**src/rtl/pr_dm_cmd_gen.sv**
```systemverilog
// Splits PR commands into DataMover MM2S commands of at most CHUNK_BYTES and tracks their status returns.
// Latency: first DataMover command one cycle after acceptance; completion two cycles after the last status.
// Backpressure: cmd_Tready only in idle; issue stalls on m_dm_cmd_tready or at MAX_OUTSTANDING in flight.
//
// Ports:
//   aclk, aresetn                      clock, synchronous active-low reset
//   cmd_Tdata/Tvalid/Tready            {opcode[79:72], address[71:32], size[31:0]} command stream
//   m_dm_cmd_tdata/tvalid/tready       DataMover MM2S command stream
//   s_dm_sts_tdata/tvalid/tready       DataMover status stream {okay, slverr, decerr, interr, tag[3:0]}
//   prRwDone, prRwError                per-command completion pulse and {illegal, bus error}
//   dmError                            interr, tag mismatch or unexpected status
module pr_dm_cmd_gen #(
    parameter logic [31:0] CHUNK_BYTES     = 32'h0040_0000,
    parameter int          MAX_OUTSTANDING = 4
) (
    input  logic        aclk,
    input  logic        aresetn,
    input  logic [79:0] cmd_Tdata,
    input  logic        cmd_Tvalid,
    output logic        cmd_Tready,
    output logic [79:0] m_dm_cmd_tdata,
    output logic        m_dm_cmd_tvalid,
    input  logic        m_dm_cmd_tready,
    input  logic [7:0]  s_dm_sts_tdata,
    input  logic        s_dm_sts_tvalid,
    output logic        s_dm_sts_tready,
    output logic        prRwDone,
    output logic [1:0]  prRwError,
    output logic        dmError
);

    localparam logic [3:0] MAX_OUT = 4'(MAX_OUTSTANDING);

    typedef enum logic [1:0] {
        ST_IDLE,
        ST_ISSUE,
        ST_DRAIN,
        ST_DONE
    } state_t;

    state_t      state;
    logic        run;          // low for the cycle(s) in reset, gates the ready outputs
    logic [39:0] addr;
    logic [31:0] remaining;
    logic [3:0]  tag;
    logic [3:0]  outstanding;
    logic [3:0]  exp_tag;
    logic        err_sticky;
    logic        illegal;
    logic        dm_error_q;

    logic        cmd_hs;
    logic        issue_hs;
    logic        sts_hs;
    logic        sts_expected;
    logic        cmd_legal;
    logic        eof;
    logic [31:0] btt;
    logic        okay_unused;

    assign okay_unused  = s_dm_sts_tdata[7];

    assign cmd_Tready      = run && (state == ST_IDLE);
    assign s_dm_sts_tready = run;
    assign cmd_hs          = cmd_Tvalid && cmd_Tready;
    assign cmd_legal       = (cmd_Tdata[79:72] == 8'h01) && (cmd_Tdata[31:0] != 32'h0);

    assign eof = (remaining <= CHUNK_BYTES);
    assign btt = eof ? remaining : CHUNK_BYTES;

    assign m_dm_cmd_tvalid = (state == ST_ISSUE) && (outstanding < MAX_OUT);
    // Fields come straight from registers that only change on an issue handshake,
    // so the word holds steady while the DataMover stalls.
    assign m_dm_cmd_tdata  = (state == ST_ISSUE) ?
                             {4'h0, tag, addr, 1'b0, eof, 6'h00, 1'b1, btt[22:0]} : 80'h0;
    assign issue_hs        = m_dm_cmd_tvalid && m_dm_cmd_tready;

    assign sts_hs       = s_dm_sts_tvalid && s_dm_sts_tready;
    assign sts_expected = sts_hs && (outstanding != 4'h0);

    assign prRwDone  = (state == ST_DONE);
    assign prRwError = prRwDone ? {illegal, err_sticky} : 2'b00;
    assign dmError   = dm_error_q;

    always_ff @(posedge aclk) begin
        if (!aresetn) begin
            state       <= ST_IDLE;
            run         <= 1'b0;
            addr        <= 40'h0;
            remaining   <= 32'h0;
            tag         <= 4'h0;
            outstanding <= 4'h0;
            exp_tag     <= 4'h0;
            err_sticky  <= 1'b0;
            illegal     <= 1'b0;
            dm_error_q  <= 1'b0;
        end else begin
            run <= 1'b1;

            // Status tracking runs in every state so stray beats are always flagged.
            dm_error_q <= sts_hs && (s_dm_sts_tdata[4] ||
                                     (s_dm_sts_tdata[3:0] != exp_tag) ||
                                     (outstanding == 4'h0));
            if (sts_hs) begin
                exp_tag <= exp_tag + 4'h1;
                if (s_dm_sts_tdata[6] || s_dm_sts_tdata[5])
                    err_sticky <= 1'b1;
            end

            // An unexpected beat must not underflow the in-flight count.
            case ({issue_hs, sts_expected})
                2'b10:   outstanding <= outstanding + 4'h1;
                2'b01:   outstanding <= outstanding - 4'h1;
                default: outstanding <= outstanding;
            endcase

            case (state)
                ST_IDLE: begin
                    if (cmd_hs) begin
                        addr       <= cmd_Tdata[71:32];
                        remaining  <= cmd_Tdata[31:0];
                        err_sticky <= 1'b0;
                        if (cmd_legal) begin
                            state <= ST_ISSUE;
                        end else begin
                            // Illegal commands pass through drain (nothing is in flight)
                            // so they complete with the same two-cycle latency.
                            illegal <= 1'b1;
                            state   <= ST_DRAIN;
                        end
                    end
                end
                ST_ISSUE: begin
                    if (issue_hs) begin
                        addr      <= addr + {8'h00, btt};
                        remaining <= remaining - btt;
                        tag       <= tag + 4'h1;
                        if (eof)
                            state <= ST_DRAIN;
                    end
                end
                ST_DRAIN: begin
                    if (outstanding == 4'h0)
                        state <= ST_DONE;
                end
                ST_DONE: begin
                    illegal <= 1'b0;
                    state   <= ST_IDLE;
                end
                default: state <= ST_IDLE;
            endcase
        end
    end

endmodule

```
**config.mk**
```make
export PLATFORM = sky130hd
export DESIGN_NAME = pr_dm_cmd_gen
export DESIGN_NICKNAME = d
export VERILOG_FILES = /design/src/rtl/pr_dm_cmd_gen.sv
export SDC_FILE = /design/constraint.sdc
export NUM_CORES = 1
export LEC_CHECK = 0
export ABC_AREA = 1
export BUFFER_PORTS_ARGS = -buffer_cell sky130_fd_sc_hd__buf_2
export CORE_UTILIZATION = 56
export DETAILED_ROUTE_END_ITERATION = 6
export PLACE_DENSITY = 0.81
export SETUP_SLACK_MARGIN = 0.15
export SLEW_MARGIN = 20
export SYNTH_ARGS = -nofsm -noshare
export SYNTH_HDL_FRONTEND = slang
export SYNTH_SLANG_ARGS = --single-unit
```
**constraint.sdc**
```tcl
create_clock -name aclk -period 4 [get_ports aclk]
set_clock_uncertainty 0.1 [all_clocks]
set_input_delay 0.2 -clock aclk [delete_from_list [all_inputs] [get_ports aclk]]
set_output_delay 0.2 -clock aclk [all_outputs]
set_load 0.01 [all_outputs]
```
==> results of run 1 <==
cell usage in the layout (no fill, tap or decap), types with 3 or more instances in the layout:
| master | netlist | final |
|---|---|---|
| nand2_1 | 290 | 290 |
| nor2_1 | 209 | 209 |
| inv_1 | 167 | 167 |
| buf_2 | 9 | 167 |
| a21oi_1 | 146 | 145 |
| dfxtp_1 | 90 | 90 |
| o21ai_0 | 69 | 68 |
| nand3_1 | 58 | 58 |
| ha_1 | 43 | 42 |
| conb_1 | 2 | 21 |
| o211ai_1 | 20 | 20 |
| xor2_1 | 20 | 20 |
| o21ai_1 | 17 | 18 |
| xnor2_1 | 18 | 18 |
| a221oi_1 | 14 | 14 |
| a31oi_1 | 13 | 13 |
| nor3_1 | 13 | 12 |
| buf_4 | 11 | 11 |
| o21bai_1 | 9 | 9 |
| clkbuf_16 | 0 | 9 |
| nand4_1 | 8 | 8 |
| nor4_1 | 7 | 7 |
| a21o_1 | 6 | 6 |
| o31ai_1 | 5 | 5 |
| o41ai_1 | 5 | 5 |
| inv_2 | 3 | 3 |
| a211oi_1 | 3 | 3 |
| nand3b_1 | 3 | 3 |
metal layers:
layer  global-route usage [%]  up-vias
met1                     43.4     4147
met2                     55.1      331
li1                         -     4604
met4                     14.0        0
met5                        0        -
met3                     4.76       58
worst paths after layout:
check | slack, ns | from | endpoint
setup / recovery | 0.46 | remaining[22]$_SDFFE_PN0P_ | addr[30]$_SDFFE_PN0P_
hold / removal | 0.01 | cmd_Tvalid | err_sticky$_SDFF_PN0_
setup reg to reg | 0.46 | remaining[22]$_SDFFE_PN0P_ | addr[30]$_SDFFE_PN0P_
hold reg to reg | 0.36 | tag[3]$_SDFFE_PN0P_ | tag[3]$_SDFFE_PN0P_
sequential cells by signal, summed over array words and instances (netlist names):
register         count
tag                  4
exp_tag              4
state                2
outstanding          4
s_dm_sts_tready      1
dmError              1
remaining           32
addr                40
illegal              1
err_sticky           1
stage by stage:
stage,util [%],cell area [sq um]
3_5_place_dp,65.4,8840
4_1_cts,67.8,9160
2_1_floorplan,-,7950
6_report,67.9,9170
5_1_grt,67.9,9170
3_3_place_gp,65.4,8840
cell type report:
class / instances / area (sq um) / area share, %
Antenna cell: 1 / 2.50 / 0.0273
Clock buffer: 10 / 239 / 2.61
Clock inverter: 5 / 86.3 / 0.941
Inverter: 172 / 646 / 7.04
Multi-Input combinational cell: 1017 / 5240 / 57.1
Sequential cell: 90 / 1800 / 19.6
Tap cell: 176 / 220 / 2.40
Timing Repair Buffer: 179 / 938 / 10.2
cells by family after synthesis:
logic type / Yosys count / share of synthesized area (%)
compound gates: 316 / 23.0
xor+xnor: 38 / 4.22
fa+ha+maj: 45 / 7.33
buf+inv: 235 / 11.9
flops: 90 / 22.9
other cells: 2 / 0.0953
simple gates: 597 / 30.6
critical path, cell delays in order, from the launching register on:
cell,delay (ns)
dfxtp_1,0.42
inv_1,0.08
nor2_1,0.09
nand2_1,0.07
nor2_1,0.10
nand3_1,0.09
nand2_1,0.07
nand2_1,0.08
buf_4,0.20
nor2_1,0.19
ha_1,0.27
nand2_1,0.12
nor2_1,0.22
nand2_1,0.11
nor4_1,0.49
a21oi_1,0.20
o21bai_1,0.20
a21oi_1,0.08
o21ai_0,0.09
nand2_1,0.06
a21oi_1,0.11
report_power, final:
part	switching (uW)	total, uW	internal (uW)
clock	380	946	566
combinational	3230	4840	1610
sequential	349	1580	1230
total	3960	7370	3410
==> flow_summary.yaml, run 1 <==
sta:
  post-route-period-util_pct: 88.5
  fin_tns_setup_ns: 0
  clock.fmax_mhz: 283
  hold_viol_final: 0
  min_period_ns: 3.54
  whs_ns: 0.0115
  max_slew_margin_pct: 38.8
  tightest_slew_ns: 0.910
  setup_viol: 0
  rsz0062_at_grt: "no"
  worst_slack_ns: 0.462
  slew_violations: 0
synthesis:
  ys.flop_type: "dfxtp_1"
  synthCells: 1323
  async_flop_share_pct: 0
  ys_ff_latch: 90
  yosysWarnings: 0
  yosysTopAreaCell: "dfxtp_1"
  synth_cell_types: 47
  netlist_area_sq_um: 7880
  yosysMostFrequentCell: "nand2_1"
  synth_top_cells_by_area: "dfxtp_1 (23%), nand2_1 (14%), nor2_1 (10%)"
  yosysTopAreaCellShare_pct: 22.9
  synth_edf_count: 0
  synth.yosys.seq_area_share_pct: 22.9
  synth_common_cells: "nand2_1 (290), nor2_1 (209), inv_1 (167)"
  syn_area_per_cell_sq_um: 5.96
setup_path:
  cp_max_fo: 12
  criticalPathCategory: "reg -> reg"
  endpoint_kind: "flip-flop"
  reg2reg_depth: 20
  critPathLaunchType: "flip-flop"
  worstPathRequired_ns: 4.19
  crit_arrival_ns: 3.72
global_routing:
  grt_pass1_wl_um: 38100
  grt_usage_pct: 33.4
  grt_max_degree: 91
  grt-ovfl-total: 0
  grt_antenna_before_repair: 1
  grt_pass1_vias: 7998
clock_network:
  cts_setup_buffers: 0
  cts_tree: "yes"
  h-tree-depth: 3
  clkSlewWorstSetupHoldPaths_ns: 0.07
  root_buffer: "clkbuf_16"
  cts_buffers: 9
  clock_path_buffers: 2
  clk_latency_ns: 0.36
  postCtsHoldBufs: 0
  cts_sinks: 90
  cts-resized-gates: 0
floorplan:
  initial_core_util_pct: 58.4
  row_count: 42
  die_h_um: 121
  fp.dieArea_sq_um: 14600
  top_level_ports: 180
  core_region_area_sq_um: 13500
  dieWidth_um: 121
routing:
  route.detailed.drc: 0
  met3_length_um: 1540
  routed_wl_um: 24200
  wl_per_cell_um: 14.7
  post_drt_via_cell_ratio: 5.54
  dr_total_vias: 9140
  dr_wl_met2_um: 11000
  wl_met1_um: 10800
  highest_layer: "met4"
  ant_nets: 0
  firstDrtPassIters: 6
  drtIter0Drc: 925
run_status:
  status: "finished, final reports clean"
finish:
  drive_gt1_share_pct: 14.1
  stdcell_count: 1650
  syn2layout_area_growth_pct: 16.4
  fillerInstances: 1311
  nNetsFinal: 1607
pwr:
  vdd_drop_max_uv: 503
  p_leak_uw: 0.00471
  total_power_uw: 7370
  p_per_area_nw_per_um2: 803
worst_hold_path:
  worstHoldPathType: "in -> reg"
  holdPathStages: 4
placement:
  dpl.hpwl_um: 18600
  gp_congestion: 0.973
  place_inst: 1634
  port_buffers: 167
  dp_slack_ns: 0.434
flow_run:
  maxCapViolations: 0
Power figures use the tool's default switching activity.
==> inputs of run 2 (changes only) <==
==> constraint.sdc (replaced) <==
create_clock -name aclk -period 4 [get_ports aclk]
set_clock_uncertainty 0.1 [all_clocks]
set_input_delay 0.2 -clock aclk [delete_from_list [all_inputs] [get_ports aclk]]
set_output_delay 0.2 -clock aclk [all_outputs]
set_load 0.02 [all_outputs]
==> run 2 against run 1 <==
  * Die area unchanged
  * Via count increased by 0.42%
  * Cell area decreased by 0.23%
  * Sequential power about the same
  * Worst setup slack got worse by 0.041 ns
  * Final cell count increased by 0.12%
  * First-iteration DRC count increased by 1.3%
  * Sequential share of layout area about the same
  * Worst hold slack got worse by 0.0069 ns
  * Flip-flop and latch count unchanged
  * Highest routed layer unchanged
==> flow_summary.yaml, run 2 (synthesis results as in run 1) <==
run_status:
  status: "finished, final reports clean"
finish:
  largest_register_ffs: 40
  reg.largest.list: "addr: 40 flops, remaining: 32 flops"
  top_register: "addr"
  ff_latch_area_sq_um: 1800
  nNetsFinal: 1608
  post-route-cell-area_sq_um: 9150
  fillerInstances: 1347
  syn2layout_area_growth_pct: 16.1
  multiInputGateArea_sq_um: 5250
  final_cell_mix: "nand2_1 (290), nor2_1 (209), inv_1 (167), buf_2 (167), a21oi_1 (143)"
  drive_gt1_share_pct: 14.2
  stdcell_count: 1652
  final_common_cell: "nand2_1"
sta:
  setup_viol: 0
  slew_violations: 0
  clock.fmax_mhz: 279
  post-route-period-util_pct: 89.5
  fin_tns_setup_ns: 0
  hold_viol_final: 0
  tightest_slew_ns: 0.951
  max_slew_margin_pct: 36.0
  rsz0062_at_grt: "no"
  worst_slack_ns: 0.420
  min_period_ns: 3.58
setup_path:
  reg2reg_depth: 23
  endpoint_kind: "flip-flop"
  r2r-end: "addr[26]$_SDFFE_PN0P_"
  critPathLaunchType: "flip-flop"
  worstPathRequired_ns: 4.19
  cp_max_fo: 19
  endpoint: "addr[26]$_SDFFE_PN0P_"
  r2r-start: "remaining[10]$_SDFFE_PN0P_"
  crit_start: "remaining[10]$_SDFFE_PN0P_"
  criticalPathCategory: "reg -> reg"
  crit_arrival_ns: 3.77
  r2r_slack_ns: 0.42
floorplan:
  row_count: 42
  die_h_um: 121
  dieWidth_um: 121
  initial_core_util_pct: 58.4
  top_level_ports: 180
  core_region_area_sq_um: 13500
  fp.dieArea_sq_um: 14600
routing:
  routed_wl_um: 24200
  drtIter0Drc: 937
  route.detailed.drc: 0
  highest_layer: "met4"
  firstDrtPassIters: 6
  post_drt_via_cell_ratio: 5.56
  ant_nets: 0
  wl_per_cell_um: 14.7
  wl_met1_um: 10800
  met3_length_um: 1540
  dr_wl_met2_um: 11100
  dr_total_vias: 9178
placement:
  placed_area_sq_um: 8840
  gp_congestion: 0.972
  port_buffers: 167
  dp_slack_ns: 0.432
  dpl.hpwl_um: 18700
  place_inst: 1635
worst_hold_path:
  min_from: "cmd_Tvalid"
  worstHoldPathType: "in -> reg"
global_routing:
  grt_max_degree: 90
  grt_pass1_vias: 8031
  grt_usage_pct: 33.7
  grt_antenna_before_repair: 1
  grt_pass1_wl_um: 38700
  grt-ovfl-total: 0
clock_network:
  clkSlewWorstSetupHoldPaths_ns: 0.07
  cts_buffers: 9
  root_buffer: "clkbuf_16"
  cts_tree: "yes"
  cts-resized-gates: 0
  postCtsHoldBufs: 0
  cts_sinks: 90
  cts_setup_buffers: 0
  h-tree-depth: 3
  clk_latency_ns: 0.36
  clock_path_buffers: 2
flow_run:
  maxCapViolations: 0
pwr:
  p_per_area_nw_per_um2: 803
  p_leak_uw: 0.00470
  vdd_drop_max_uv: 738
run 2: cell count changes in the layout (fill, tap and decap cells not counted):
cell / delta
clkinv_2: +1
a21oi_1: -2
a21oi_2: +2
clkinvlp_4: +1
buf_4: +1
bufinv_16: -2
inv_8: +1
clkinv_4: -2
clkbuf_8: +1
clkbuf_1: +1
run 2: final cells by class:
| type | instances | share of cell area [%] |
|---|---|---|
| Clock inverter | 4 | 0.355 |
| Sequential cell | 90 | 19.7 |
| Inverter | 172 | 7.05 |
| Multi-Input combinational cell | 1017 | 57.3 |
| Tap cell | 176 | 2.41 |
| Antenna cell | 1 | 0.0273 |
| Timing Repair Buffer | 180 | 10.3 |
| Clock buffer | 12 | 2.80 |
run 2: worst max-delay path, stage by stage, from the launching register on:
cell      delay (ns)
dfxtp_1         0.46
nor2_1          0.08
nand2_1         0.08
nor2_1          0.04
nand3_1         0.09
nand2_1         0.06
nand2_1         0.09
buf_4           0.23
clkinv_1        0.11
nand2_1         0.07
inv_1           0.05
ha_1            0.37
a21oi_1         0.21
nand2_1         0.15
nand2_1         0.10
nand2_1         0.17
nand2_1         0.13
nand2_1         0.09
a21oi_2         0.24
nor2_1          0.06
nor2_1          0.18
xnor2_1         0.15
o21ai_1         0.08
a21oi_1         0.13
run 2: report_power, final:
group	switching (uW)	leakage, uW	internal [uW]
registers	349	0.000740	1230
clock network	385	0.000141	462
logic	3310	0.00382	1610
run 2: how the worst min path moves through the flow:
stage                                         end  slack, ns  cells after the start
after floorplan           s_dm_sts_tready$_DFF_P_       0.13                      0
after global placement       illegal$_SDFFE_PN0P_       0.33                      2
after detailed placement      tag[3]$_SDFFE_PN0P_       0.34                      1
after CTS                   err_sticky$_SDFF_PN0_      0.003                      4
after global routing         addr[0]$_SDFFE_PN0P_       0.01                      3
final                       err_sticky$_SDFF_PN0_      0.005                      4
run 2: through the flow:
step / util, % / hold slack, ns / total power [uW]
5_1_grt: 67.8 / 0.0145 / 8040
2_1_floorplan: - / 0.128 / 5200
3_3_place_gp: 65.5 / 0.334 / 6310
4_1_cts: 67.6 / 0.00326 / 7260
6_report: 67.8 / 0.00458 / 7350
3_5_place_dp: 65.5 / 0.340 / 6380
run 2: metal layers:
| layer | GRT usage [%] | up-vias |
|---|---|---|
| met2 | 55.4 | 382 |
| li1 | - | 4596 |
| met3 | 5.19 | 53 |
| met4 | 11.6 | 0 |
| met5 | 0 | - |
| met1 | 44.6 | 4147 |
==> inputs of run 3 (changes only) <==
--- a/config.mk
+++ b/config.mk
@@ -7,9 +7,10 @@
 export LEC_CHECK = 0
 export ABC_AREA = 1
 export BUFFER_PORTS_ARGS = -buffer_cell sky130_fd_sc_hd__buf_2
+export CORE_MARGIN = 2
 export CORE_UTILIZATION = 56
 export DETAILED_ROUTE_END_ITERATION = 6
-export PLACE_DENSITY = 0.81
+export PLACE_DENSITY = 0.82
 export SETUP_SLACK_MARGIN = 0.15
 export SLEW_MARGIN = 20
 export SYNTH_ARGS = -nofsm -noshare
==> run 3 against run 2 <==
  * Register-to-register slack about the same
  * Maximum frequency decreased by 0.41%
  * Critical path depth down 2
  * Global-route usage fell by 0.43 points
  * Sequential share of layout area fell by 0.069 points
  * Combinational power up 2%
  * Worst hold slack about the same
  * Via count is 1.1% higher
==> flow_summary.yaml, run 3 (synthesis results as in run 1) <==
global_routing:
  grt_max_degree: 77
  grt_usage_pct: 33.2
  grt_antenna_before_repair: 0
  grt-ovfl-total: 0
  grt_pass1_wl_um: 39500
  grt_pass1_vias: 8348
setup_path:
  path_cells: "nor2_1 -> nand2_1 -> nor2_1 -> nand3_1 -> nand2_1 -> nand2_1 -> buf_4 -> nor2_1 -> ha_1 -> nand2_1 -> nor2_1 -> nand2_1 -> nor3b_1 -> nor3_2 -> o21ai_1 -> nand2_1 -> nand3_1 -> nand3_1 -> o211ai_1 -> nand2_1 -> inv_1"
  critPathLaunchType: "flip-flop"
  cpMostUsedCell: "nand2_1"
  criticalPathCategory: "reg -> reg"
  endpoint_kind: "flip-flop"
  max_stage_delay_ns: 0.45
  r2r-end: "addr[32]$_SDFFE_PN0P_"
  reg2reg_depth: 21
  cpLargestDelayFamily: "simple AND/OR/NAND/NOR gates"
  r2r-start: "remaining[17]$_SDFFE_PN0P_"
  cp_max_fo: 33
  crit_start: "remaining[17]$_SDFFE_PN0P_"
  cp_num_buf_inv: 2
  endpoint: "addr[32]$_SDFFE_PN0P_"
  crit_slowest_cell: "dfxtp_1"
  crit_arrival_ns: 3.80
  worstPathRequired_ns: 4.21
  r2r_slack_ns: 0.41
  path_depth: 21
routing:
  ant_nets: 0
  drtIter0Drc: 936
  firstDrtPassIters: 6
  post_drt_via_cell_ratio: 5.59
  routed_wl_um: 25000
  wl_per_cell_um: 15.1
  dr_total_vias: 9276
  route.detailed.drc: 0
worst_hold_path:
  worstHoldPathType: "in -> reg"
finish:
  fillerInstances: 1313
  final_cell_mix: "nand2_1 (290), nor2_1 (209), inv_1 (167), buf_2 (167), a21oi_1 (141)"
  utilization_pct: 66.5
  reg.largest.list: "addr: 40 flops, remaining: 32 flops"
  ff_latch_area_sq_um: 1800
  largest_register_ffs: 40
  drive_gt1_share_pct: 14.7
  nNetsFinal: 1611
  final_common_cell: "nand2_1"
  syn2layout_area_growth_pct: 16.7
  antenna_cells: 0
  multiInputGateArea_sq_um: 5270
  top_register: "addr"
floorplan:
  row_count: 43
  fp.dieArea_sq_um: 15000
  dieWidth_um: 123
  initial_core_util_pct: 57.0
  top_level_ports: 180
  core_region_area_sq_um: 13800
  die_h_um: 123
clock_network:
  cts_tree: "yes"
  h-tree-depth: 3
  clk_latency_ns: 0.36
  clock_path_buffers: 2
  root_buffer: "clkbuf_16"
  cts_buffers: 9
  cts_sinks: 90
  cts_setup_buffers: 0
  clkSlewWorstSetupHoldPaths_ns: 0.07
sta:
  slew_violations: 0
  hold_viol_final: 0
  tightest_slew_ns: 0.846
  min_period_ns: 3.59
  post-route-period-util_pct: 89.9
  clock.fmax_mhz: 278
  rsz0062_at_grt: "yes"
  fin_tns_setup_ns: 0
  setup_viol: 0
  max_slew_margin_pct: 43.1
placement:
  port_buffers: 167
  dpl.hpwl_um: 18700
  gp_congestion: 0.959
flow_run:
  maxCapViolations: 0
pwr:
  p_per_area_nw_per_um2: 811
  vdd_drop_max_uv: 502
  p_leak_uw: 0.00471
run_status:
  status: "finished, final reports clean"
run 3: how the worst min path moves through the flow:
stage                     depth (start not counted)            startpoint                       to  slack (ns)
after floorplan                                   0               aresetn  s_dm_sts_tready$_DFF_P_        0.13
after global placement                            1   tag[3]$_SDFFE_PN0P_      tag[3]$_SDFFE_PN0P_        0.34
after detailed placement                          2  illegal$_SDFFE_PN0P_     illegal$_SDFFE_PN0P_        0.34
after CTS                                         3     s_dm_sts_tdata[4]       dmError$_SDFF_PN0_       0.004
after global routing                              3         cmd_Tdata[42]    addr[10]$_SDFFE_PN0P_        0.03
final                                             3     s_dm_sts_tdata[4]       dmError$_SDFF_PN0_       0.005
run 3: power by group:
part / switching, uW / total, uW / internal (uW) / leakage [uW]
sequential: 353 / 1590 / 1240 / 0.000740
clock: 418 / 865 / 447 / 0.000141
combinational: 3360 / 5000 / 1640 / 0.00383
run 3: timing repair:
| item | in CTS | in global routing |
|---|---|---|
| hold endpoints to repair | 1 | 0 |
| gates resized for setup | 0 | 13 |
| hold buffers | 1 | 0 |
| setup endpoints to repair | 0 | 9 |
run 3: final cells by class:
| class | count | area share, % |
|---|---|---|
| multi-input cells | 1017 | 57.3 |
| flip-flops and latches | 90 | 19.6 |
| repair buffers | 183 | 10.4 |
| inverters | 172 | 7.03 |
| clock buffers | 10 | 2.60 |
| well taps | 180 | 2.45 |
| clock inverters | 6 | 0.544 |
run 3: metrics by stage:
stage          total power (uW)  setup slack (ns)  std cells  hold slack, ns  cell area, sq um
2_1_floorplan              5200             0.462       1342           0.128              7950
3_3_place_gp               6330             0.479       1641           0.336              8850
3_5_place_dp               6430             0.341       1641           0.338              8850
4_1_cts                    7310             0.304       1658         0.00383              9150
5_1_grt                    8100             0.115       1658          0.0260              9200
6_report                   7450             0.406       1658         0.00457              9200
run 3: layer usage:
metal | track usage [%] | part of all wire, %
met1 | 43.9 | 44
met2 | 53.5 | 46
met3 | 5.25 | 6.2
met4 | 14.7 | 3.5
met5 | 0 | 0
run 3: tightest hold or removal path, cell delays in order:
cell    delay, ns
buf_2        0.08
nor3_1       0.04
nor3_1       0.11
